`src/rtl/divider_pkg.sv`:
```
// Shared definitions for the sequential divider back end: FSM encoding and default sizes.
package divider_pkg;

  localparam int unsigned DEF_WIDTH  = 8;
  localparam int unsigned DEF_CNT_W  = 3;
  localparam int unsigned SUB_CYCLES = DEF_WIDTH;

  typedef enum logic [2:0] {
    IDLE    = 3'd0,
    SUB     = 3'd1,
    CORRECT = 3'd2,
    SHIFT   = 3'd3,
    DONE    = 3'd4
  } state_e;

endpackage

```
`src/rtl/serial_bit_subtractor.sv`:
```
// One-bit full subtractor with a registered borrow; used LSB-first to resolve Q - Q_star.
module serial_bit_subtractor (
  input  logic clk,
  input  logic rst,
  input  logic clr,
  input  logic en,
  input  logic q,
  input  logic s,
  output logic diff_c,
  output logic borrow
);

  assign diff_c = q ^ s ^ borrow;

  always_ff @(posedge clk) begin
    if (rst || clr) begin
      borrow <= 1'b0;
    end else if (en) begin
      borrow <= (~q & s) | (~(q ^ s) & borrow);
    end
  end

endmodule

```
`src/rtl/srt_quotient_finalizer.sv`:
```
// Redundant-to-binary quotient conversion, negative-remainder correction and remainder denormalisation.
// Optional quotient overflow flag enabled by defining DIV_QUOTIENT_OVF_EN.
module srt_quotient_finalizer
  import divider_pkg::*;
#(
  parameter int unsigned WIDTH = DEF_WIDTH,
  parameter int unsigned CNT_W = DEF_CNT_W
) (
  input  logic             clk,
  input  logic             rst,
  input  logic             start,
  input  logic [WIDTH:0]   A_in,
  input  logic [WIDTH-1:0] Q_in,
  input  logic [WIDTH-1:0] Q_star_in,
  input  logic [WIDTH-1:0] M_in,
  input  logic [CNT_W-1:0] shift_cnt,
  output logic             busy,
  output logic             done,
  output logic [WIDTH-1:0] quotient,
  output logic [WIDTH-1:0] remainder,
  output logic             ovf
);

  localparam int unsigned BIT_W    = (WIDTH > 1) ? $clog2(WIDTH) : 1;
  localparam int unsigned SUB_LAST = WIDTH - 1;

  state_e           state;
  logic [WIDTH:0]   a_reg;
  logic [WIDTH-1:0] q_reg;
  logic [WIDTH-1:0] qs_reg;
  logic [WIDTH-1:0] m_reg;
  logic [CNT_W-1:0] k_reg;
  logic [BIT_W-1:0] bit_cnt;

  logic             sub_clr_c;
  logic             sub_en_c;
  logic             diff_c;
  logic             corr_c;
  logic [WIDTH:0]   a_corr_c;
  logic [WIDTH-1:0] q_corr_c;

  assign sub_clr_c = (state == IDLE) && start;
  assign sub_en_c  = (state == SUB);

`ifdef DIV_QUOTIENT_OVF_EN
  logic b_out;
  logic ovf_pend;
  logic ovf_c;

  serial_bit_subtractor u_sub (
    .clk    (clk),
    .rst    (rst),
    .clr    (sub_clr_c),
    .en     (sub_en_c),
    .q      (q_reg[0]),
    .s      (qs_reg[0]),
    .diff_c (diff_c),
    .borrow (b_out)
  );

  // Negative raw quotient, or the correction decrement wrapping below zero.
  assign ovf_c = b_out | (corr_c & (q_reg == '0));

  always_ff @(posedge clk) begin
    if (rst) begin
      ovf      <= 1'b0;
      ovf_pend <= 1'b0;
    end else if (state == CORRECT) begin
      ovf_pend <= ovf_c;
      if (k_reg == '0) ovf <= ovf_c;
    end else if (state == SHIFT && k_reg == CNT_W'(1)) begin
      ovf <= ovf_pend;
    end
  end
`else
  logic b_out_unused;

  serial_bit_subtractor u_sub (
    .clk    (clk),
    .rst    (rst),
    .clr    (sub_clr_c),
    .en     (sub_en_c),
    .q      (q_reg[0]),
    .s      (qs_reg[0]),
    .diff_c (diff_c),
    .borrow (b_out_unused)
  );

  assign ovf = 1'b0;
`endif

  assign corr_c   = a_reg[WIDTH];
  assign a_corr_c = corr_c ? (a_reg + {1'b0, m_reg}) : a_reg;
  assign q_corr_c = corr_c ? (q_reg - WIDTH'(1)) : q_reg;

  // Control FSM; results are loaded on the edge that enters DONE so they are valid with the done pulse.
  always_ff @(posedge clk) begin
    if (rst) begin
      state     <= IDLE;
      a_reg     <= '0;
      q_reg     <= '0;
      qs_reg    <= '0;
      m_reg     <= '0;
      k_reg     <= '0;
      bit_cnt   <= '0;
      busy      <= 1'b0;
      done      <= 1'b0;
      quotient  <= '0;
      remainder <= '0;
    end else begin
      done <= 1'b0;
      case (state)
        IDLE: begin
          if (start) begin
            a_reg   <= A_in;
            q_reg   <= Q_in;
            qs_reg  <= Q_star_in;
            m_reg   <= M_in;
            k_reg   <= shift_cnt;
            bit_cnt <= '0;
            busy    <= 1'b1;
            state   <= SUB;
          end
        end
        SUB: begin
          q_reg   <= {diff_c, q_reg[WIDTH-1:1]};
          qs_reg  <= qs_reg >> 1;
          bit_cnt <= bit_cnt + BIT_W'(1);
          if (bit_cnt == BIT_W'(SUB_LAST)) state <= CORRECT;
        end
        CORRECT: begin
          a_reg <= a_corr_c;
          q_reg <= q_corr_c;
          if (k_reg == '0) begin
            state     <= DONE;
            busy      <= 1'b0;
            done      <= 1'b1;
            quotient  <= q_corr_c;
            remainder <= a_corr_c[WIDTH-1:0];
          end else begin
            state <= SHIFT;
          end
        end
        SHIFT: begin
          a_reg <= a_reg >> 1;
          k_reg <= k_reg - CNT_W'(1);
          if (k_reg == CNT_W'(1)) begin
            state     <= DONE;
            busy      <= 1'b0;
            done      <= 1'b1;
            quotient  <= q_reg;
            remainder <= a_reg[WIDTH:1];
          end
        end
        DONE: begin
          state <= IDLE;
        end
        default: begin
          state <= IDLE;
          busy  <= 1'b0;
        end
      endcase
    end
  end

endmodule

```
`config.mk`:
```
export PLATFORM = sky130hd
export DESIGN_NAME = srt_quotient_finalizer
export DESIGN_NICKNAME = d
export VERILOG_FILES = /design/src/rtl/divider_pkg.sv /design/src/rtl/serial_bit_subtractor.sv /design/src/rtl/srt_quotient_finalizer.sv
export SDC_FILE = /design/constraint.sdc
export NUM_CORES = 1
export LEC_CHECK = 0
export ABC_AREA = 1
export BUFFER_PORTS_ARGS = -buffer_cell sky130_fd_sc_hd__buf_2
export CORE_ASPECT_RATIO = 0.7
export CORE_MARGIN = 3
export CORE_UTILIZATION = 25
export DETAILED_ROUTE_END_ITERATION = 8
export GPL_TIMING_DRIVEN = 0
export MAX_ROUTING_LAYER = met4
export PLACE_DENSITY_LB_ADDON = 0.25
export SYNTH_ARGS = -nofsm -noshare
export SYNTH_HDL_FRONTEND = slang
export SYNTH_SLANG_ARGS = --single-unit
```
`constraint.sdc`:
```
create_clock -name clk -period 1.8 [get_ports clk]
set_clock_uncertainty 0.15 [all_clocks]
set_input_delay 0.36 -clock clk [delete_from_list [all_inputs] [get_ports clk]]
set_output_delay 0.36 -clock clk [all_outputs]
set_load 0.01 [all_outputs]
```
==> impl_metrics.tcl, run 1 <==
set metrics [dict create \
    status "finished, final reports clean" \
    ys_async_sr_fraction 0 \
    largest_register_ffs 9 \
    grt_usage 0.156 \
    path_max_fanout 4 \
    final_common_cell "nand2_1" \
    nets 621 \
    hold_path.class "in -> reg" \
    vias 3496 \
    cts-hold-fix-buffers 0 \
    switching_share 0.336 \
    antenna_found_initial 0 \
    ctsHtreeMaxLevel 3 \
    worst_ep_arrival_time_ns 1.84 \
    path_class "reg -> reg" \
    peakVddDrop_uv 557 \
    ys_seq_elements 61 \
    min_from "M_in[6]" \
    cp-start-kind "flop" \
    final-hold-violation-count 0 \
    totalPowerFinal_mw 5.05 \
    rr_worst_depth 9 \
    synth-edff-count 0 \
    synth_top_area_share 0.362 \
    diodes 0 \
    busiest_layer "met1" \
    setup-tns-final_ns 0 \
    fin_hold_ws_ns 0.117 \
    cts-root-to-sink-buffers 2 \
    p_per_area_nw_per_um2 1150 \
    min_period_ns 1.72 \
    finalCritPeriodShare 0.954 \
    fin_area_um2 4410 \
    cts-root-buf "clkbuf_16" \
    wl_um 10800 \
    coreArea_um2 12800 \
    worstMarginPinSlew_ns 0.567 \
    dp.cells 730 \
    whs_path_depth 3 \
    insertion_delay_ns 0.33 \
    internal_power_mw 3.35 \
    cts_tree "done" \
    first_pass_iters 5 \
    synth_area_per_cell_um2 6.81 \
    place_congestion 0.868 \
    whs_endpoint "m_reg[6]$_SDFFE_PP0P_" \
    globalRouteOverflowTotal 0 \
    clock_sinks 61 \
    die_h_um 103 \
    power.switching_mw 1.70 \
    drive_above_1_share 0.235 \
    via_per_inst 4.66 \
    synth_warnings 0 \
    syn_to_final_growth_pct 30.8 \
    ioPinCount 58 \
    pwr-share-clk 0.375 \
    stdcell_count 750 \
    synth_top_cell_by_area "dfxtp_1" \
    critPathRequiredTime_ns 1.92 \
    numCtsBuffers 9 \
    grt_pass1_wl_um 17400 \
    rows 34 \
    final_cell_mix "121 x nand2_1, 59 x buf_2, 56 x dfxtp_1" \
    fillers 1391 \
    fp.dieArea_um2 14900 \
    r2r_slack_ns 0.08 \
    drv_cap 0 \
    power_frac_comb 0.283 \
    max_slew_margin 0.622 \
    end_kind "flop" \
    synthCells 495 \
    rr_endpoint "a_reg[6]$_SDFFE_PP0P_" \
    start_util 0.263 \
    setup_viol 0 \
    numPortBuffers 55 \
    placed_area_um2 3870 \
    hpwl_um 8140 \
    synth_area_um2 3370 \
    grt_max_degree 11 \
    path_clk_slew_ns 0.05 \
    sequentialPowerShare 0.341 \
    drc 0 \
    leakagePower_nw 1.93 \
    rsz0062_at_grt "true" \
    drtAntennaViolNets 0 \
    fp.dieW_um 145 \
    grtUsageMet3 0.0403 \
    drt_iter0_markers 192 \
    ys_seq_area_frac 0.362 \
    yosys_most_used_dff "dfxtp_1" \
    synth.distinct_cells 31 \
    r2r_start "m_reg[0]$_SDFFE_PP0P_" \
    seqCellArea_um2 1230 \
    clock.fmax_mhz 582 \
    multi_input_area_um2 1960 \
    synth_nets 550 \
    synth.area.top_cells "dfxtp_1 36%, nand2_1 14%, a21oi_1 8.9%" \
    grt_pass1_vias 3363 \
    use_met2 0.206 \
    met1_usage 0.236 \
    wl_per_cell_um 14.4 \
    slew_violations 0 \
]
critical path: stages (launching register included):
cell and delay [ns]:
dfxtp_2 0.34, ha_4 0.16, fa_2 0.39, nand3_2 0.11, nand3_1 0.07, nand2_1 0.06
nand2_1 0.07, nand2_2 0.08, nand3_2 0.08, a21oi_2 0.16
cell families (layout without fill, tap and decap cells):
logic type      Yosys count  count (layout)  share of synthesized area
xor+xnor                  9               9                     0.0234
other cells               1               1                    0.00111
compound gates          134             134                      0.216
fa+ha+maj                16              16                     0.0638
buf+inv                  81             156                     0.0991
simple gates            193             193                      0.234
flops                    61              61                      0.362
cells in the mapped netlist, drive strengths merged (3+ instances only):
library cell / n
a211oi: 5
nor2: 28
ha: 14
clkbuf: 11
nand3: 33
a31oi: 16
a21oi: 60
buf: 13
o21ai: 47
nand2: 129
xnor2: 4
a221oi: 3
dfxtp: 61
xor2: 5
inv: 55
per-layer routing:
layer / up-vias / share of wire / wire length, µm
met3: 10 / 0.063 / 678
met2: 108 / 0.38 / 4070
met4: 0 / 0.0073 / 79
met5: - / 0 / 0
li1: 1779 / - / -
met1: 1599 / 0.55 / 5960
stage by stage:
step            util  worst slack, ns
3_5_place_dp   0.302           -0.108
2_1_floorplan      -            0.125
5_1_grt        0.344          -0.0137
3_3_place_gp   0.302          -0.0800
4_1_cts        0.330          0.00493
6_report       0.344           0.0830
area by class of cell:
cell class / count / area share
multi-input cells: 353 / 0.445
flip-flops and latches: 61 / 0.278
repair buffers: 59 / 0.0692
clock buffers: 12 / 0.0582
well taps: 180 / 0.0511
inverters: 57 / 0.0508
plain buffers: 24 / 0.0304
clock inverters: 3 / 0.0156
repair inverters: 1 / 0.00170
repair_timing:
action | CTS | global route
setup buffers | 2 | 2
setup endpoints to repair | 9 | 49
pin swaps | 3 | 9
gates cloned | 0 | 1
resized for setup | 5 | 44
power by group through the flow:
stage	sequential (mW)	combinational [mW]	clock, mW
final	1.72	1.43	1.90
after global routing	1.74	1.63	2.01
after CTS	1.70	1.31	1.93
after detailed placement	1.73	1.30	0
after global placement	1.72	1.29	0
after floorplan	1.69	0.932	0
worst max path at each step:
stage | start | end | depth (start not counted)
floorplan | a_reg[0]$_SDFFE_PP0P_ | a_reg[1]$_SDFFE_PP0P_ | 6
global placement | rst | q_reg[0]$_SDFFE_PP0P_ | 5
detailed placement | rst | q_reg[6]$_SDFFE_PP0P_ | 5
CTS | m_reg[0]$_SDFFE_PP0P_ | a_reg[1]$_SDFFE_PP0P_ | 6
global route | m_reg[0]$_SDFFE_PP0P_ | a_reg[6]$_SDFFE_PP0P_ | 9
finish | m_reg[0]$_SDFFE_PP0P_ | a_reg[6]$_SDFFE_PP0P_ | 9
Note: power is estimated with default switching activity, not from simulation.
==> run 2, diff against run 1 <==
--- a/config.mk
+++ b/config.mk
@@ -6,7 +6,7 @@
 export NUM_CORES = 1
 export LEC_CHECK = 0
 export ABC_AREA = 1
-export BUFFER_PORTS_ARGS = -buffer_cell sky130_fd_sc_hd__buf_2
+export BUFFER_PORTS_ARGS = -buffer_cell sky130_fd_sc_hd__clkbuf_2
 export CORE_ASPECT_RATIO = 0.7
 export CORE_MARGIN = 3
 export CORE_UTILIZATION = 25
@@ -14,6 +14,7 @@
 export GPL_TIMING_DRIVEN = 0
 export MAX_ROUTING_LAYER = met4
 export PLACE_DENSITY_LB_ADDON = 0.25
+export RECOVER_POWER = 50
 export SYNTH_ARGS = -nofsm -noshare
 export SYNTH_HDL_FRONTEND = slang
 export SYNTH_SLANG_ARGS = --single-unit
==> run 2 against run 1 <==
  * Die area unchanged
  * Total power down 4.6%
  * Critical path depth down 1
  * Final cell count down 0.40%
  * Highest routed layer unchanged
  * Largest cell class unchanged
  * Worst setup slack worse by 0.020 ns
  * Via count about the same
  * Clock-buffer cell count down 2
  * Sequential power about the same
  * Utilization down 0.74 points
==> impl_metrics.tcl, run 2 (synthesized netlist as in run 1, its figures left out) <==
set metrics [dict create \
    status "finished, final reports clean" \
    nets 617 \
    final_cell_mix "120 x nand2_1, 56 x dfxtp_1, 54 x a21oi_1" \
    max_slew_margin 0.593 \
    insertion_delay_ns 0.33 \
    final_common_cell "nand2_1" \
    peakVddDrop_uv 555 \
    whs_endpoint "m_reg[6]$_SDFFE_PP0P_" \
    globalRouteOverflowTotal 0 \
    via_per_inst 4.68 \
    grt_pass1_vias 3359 \
    cp_slowest_cell "fa_2" \
    clock.fmax_mhz 576 \
    power.switching_mw 1.71 \
    min_from "M_in[6]" \
    r2r_start "a_reg[0]$_SDFFE_PP0P_" \
    fp.dieW_um 145 \
    ioPinCount 58 \
    path_max_fanout 4 \
    drtAntennaViolNets 0 \
    cts-root-to-sink-buffers 2 \
    path_clk_slew_ns 0.05 \
    rr_worst_depth 8 \
    drc 0 \
    sequentialPowerShare 0.356 \
    clock_sinks 61 \
    vias 3497 \
    wl_um 10700 \
    fp.dieArea_um2 14900 \
    dp_slack_ns -0.104 \
    fin_ws_ns 0.0629 \
    numCtsBuffers 9 \
    grt_usage 0.153 \
    hpwl_um 8160 \
    antenna_found_initial 0 \
    end_kind "flop" \
    hold_path.class "in -> reg" \
    p_per_area_nw_per_um2 1120 \
    rows 34 \
    rr_endpoint "a_reg[4]$_SDFFE_PP0P_" \
    final_util 0.337 \
    ctsHtreeMaxLevel 3 \
    whs_path_depth 3 \
    wl_per_cell_um 14.3 \
    syn_to_final_growth_pct 28.0 \
    setup_viol 0 \
    cts_tree "done" \
    min_period_ns 1.74 \
    cp_slowest_stage_delay_ns 0.40 \
    drv_cap 0 \
    crit_path_frequent_cell "nand2_2" \
    switching_share 0.354 \
    critPathRequiredTime_ns 1.86 \
    path_cells "ha_4 -> fa_2 -> nand2_2 -> nand2_4 -> xnor2_2 -> nand2_2 -> nand3_2 -> a21oi_2" \
    numPortBuffers 55 \
    fin_hold_ws_ns 0.103 \
    setup-tns-final_ns 0 \
    largest_register_ffs 9 \
    slew_violations 0 \
    coreArea_um2 12800 \
    diodes 0 \
    start_util 0.263 \
    drt_iter0_markers 213 \
    place_congestion 0.864 \
    cp-start-kind "flop" \
    first_pass_iters 5 \
    rsz0062_at_grt "true" \
    grt_pass1_wl_um 17200 \
    internal_power_mw 3.11 \
    totalPowerFinal_mw 4.82 \
    finalCritPeriodShare 0.965 \
    path_class "reg -> reg" \
    worst_ep_arrival_time_ns 1.80 \
    pwr-share-clk 0.353 \
    cts-root-buf "clkbuf_16" \
    power_frac_comb 0.291 \
    die_h_um 103 \
    final-hold-violation-count 0 \
    r2r_slack_ns 0.06 \
    leakagePower_nw 1.84 \
    worstMarginPinSlew_ns 0.611 \
    drive_above_1_share 0.208 \
    grt_max_degree 12 \
]
==> run 2: cell type report <==
type | count | area, µm²
repair inverters | 1 | 7.51
clock inverters | 6 | 63.8
flip-flops and latches | 61 | 1230
fillers | 1441 | 8490
repair buffers | 56 | 260
well taps | 180 | 225
clock buffers | 10 | 229
multi-input cells | 353 | 1950
inverters | 57 | 221
plain buffers | 23 | 129
==> run 2: worst max path at each step <==
stage | from | slack [ns] | end | cells past startpoint
2_1_floorplan | a_reg[0]$_SDFFE_PP0P_ | 0.12 | a_reg[1]$_SDFFE_PP0P_ | 6
3_3_place_gp | rst | -0.08 | q_reg[0]$_SDFFE_PP0P_ | 5
6_report | a_reg[0]$_SDFFE_PP0P_ | 0.06 | a_reg[4]$_SDFFE_PP0P_ | 8
5_1_grt | a_reg[0]$_SDFFE_PP0P_ | -0.03 | a_reg[4]$_SDFFE_PP0P_ | 8
3_5_place_dp | rst | -0.10 | q_reg[2]$_SDFFE_PP0P_ | 5
4_1_cts | m_reg[0]$_SDFFE_PP0P_ | 0.004 | a_reg[1]$_SDFFE_PP0P_ | 6
==> run 2: power by group through the flow <==
| stage | sequential (mW) | clock [mW] | combinational (mW) |
|---|---|---|---|
| after floorplan | 1.69 | 0 | 0.932 |
| after global placement | 1.72 | 0 | 1.28 |
| after detailed placement | 1.73 | 0 | 1.30 |
| after CTS | 1.71 | 1.73 | 1.31 |
| after global routing | 1.74 | 1.79 | 1.61 |
| final | 1.72 | 1.70 | 1.40 |
==> run 2: per-stage QoR <==
stage          std cells  instance area (µm²)
2_1_floorplan        495                 3370
3_3_place_gp         730                 3870
3_5_place_dp         730                 3870
4_1_cts              747                 4180
5_1_grt              747                 4320
6_report             747                 4320
==> run 2: timing repair <==
item	4_1_cts	5_1_grt
hold buffers	0	0
buffers inserted	1	0
pin swaps	3	12
resized for setup	5	52
cloned	0	1
endpoints found under the setup margin	12	49
==> run 2: routing by layer <==
metal	vias up	GRT usage	part of all wire
li1	1776	-	-
met5	-	-	0
met3	7	0.0371	0.057
met4	0	0.0301	0.0061
met1	1613	0.234	0.56
met2	101	0.199	0.38
==> run 2: worst max-delay path, delay by kind of cell (launching register included) <==
kind            cells  cell delay [ns]
compound gates      1             0.05
fa+ha+maj           2             0.56
xor+xnor            1             0.15
flops               1             0.35
simple gates        4             0.35
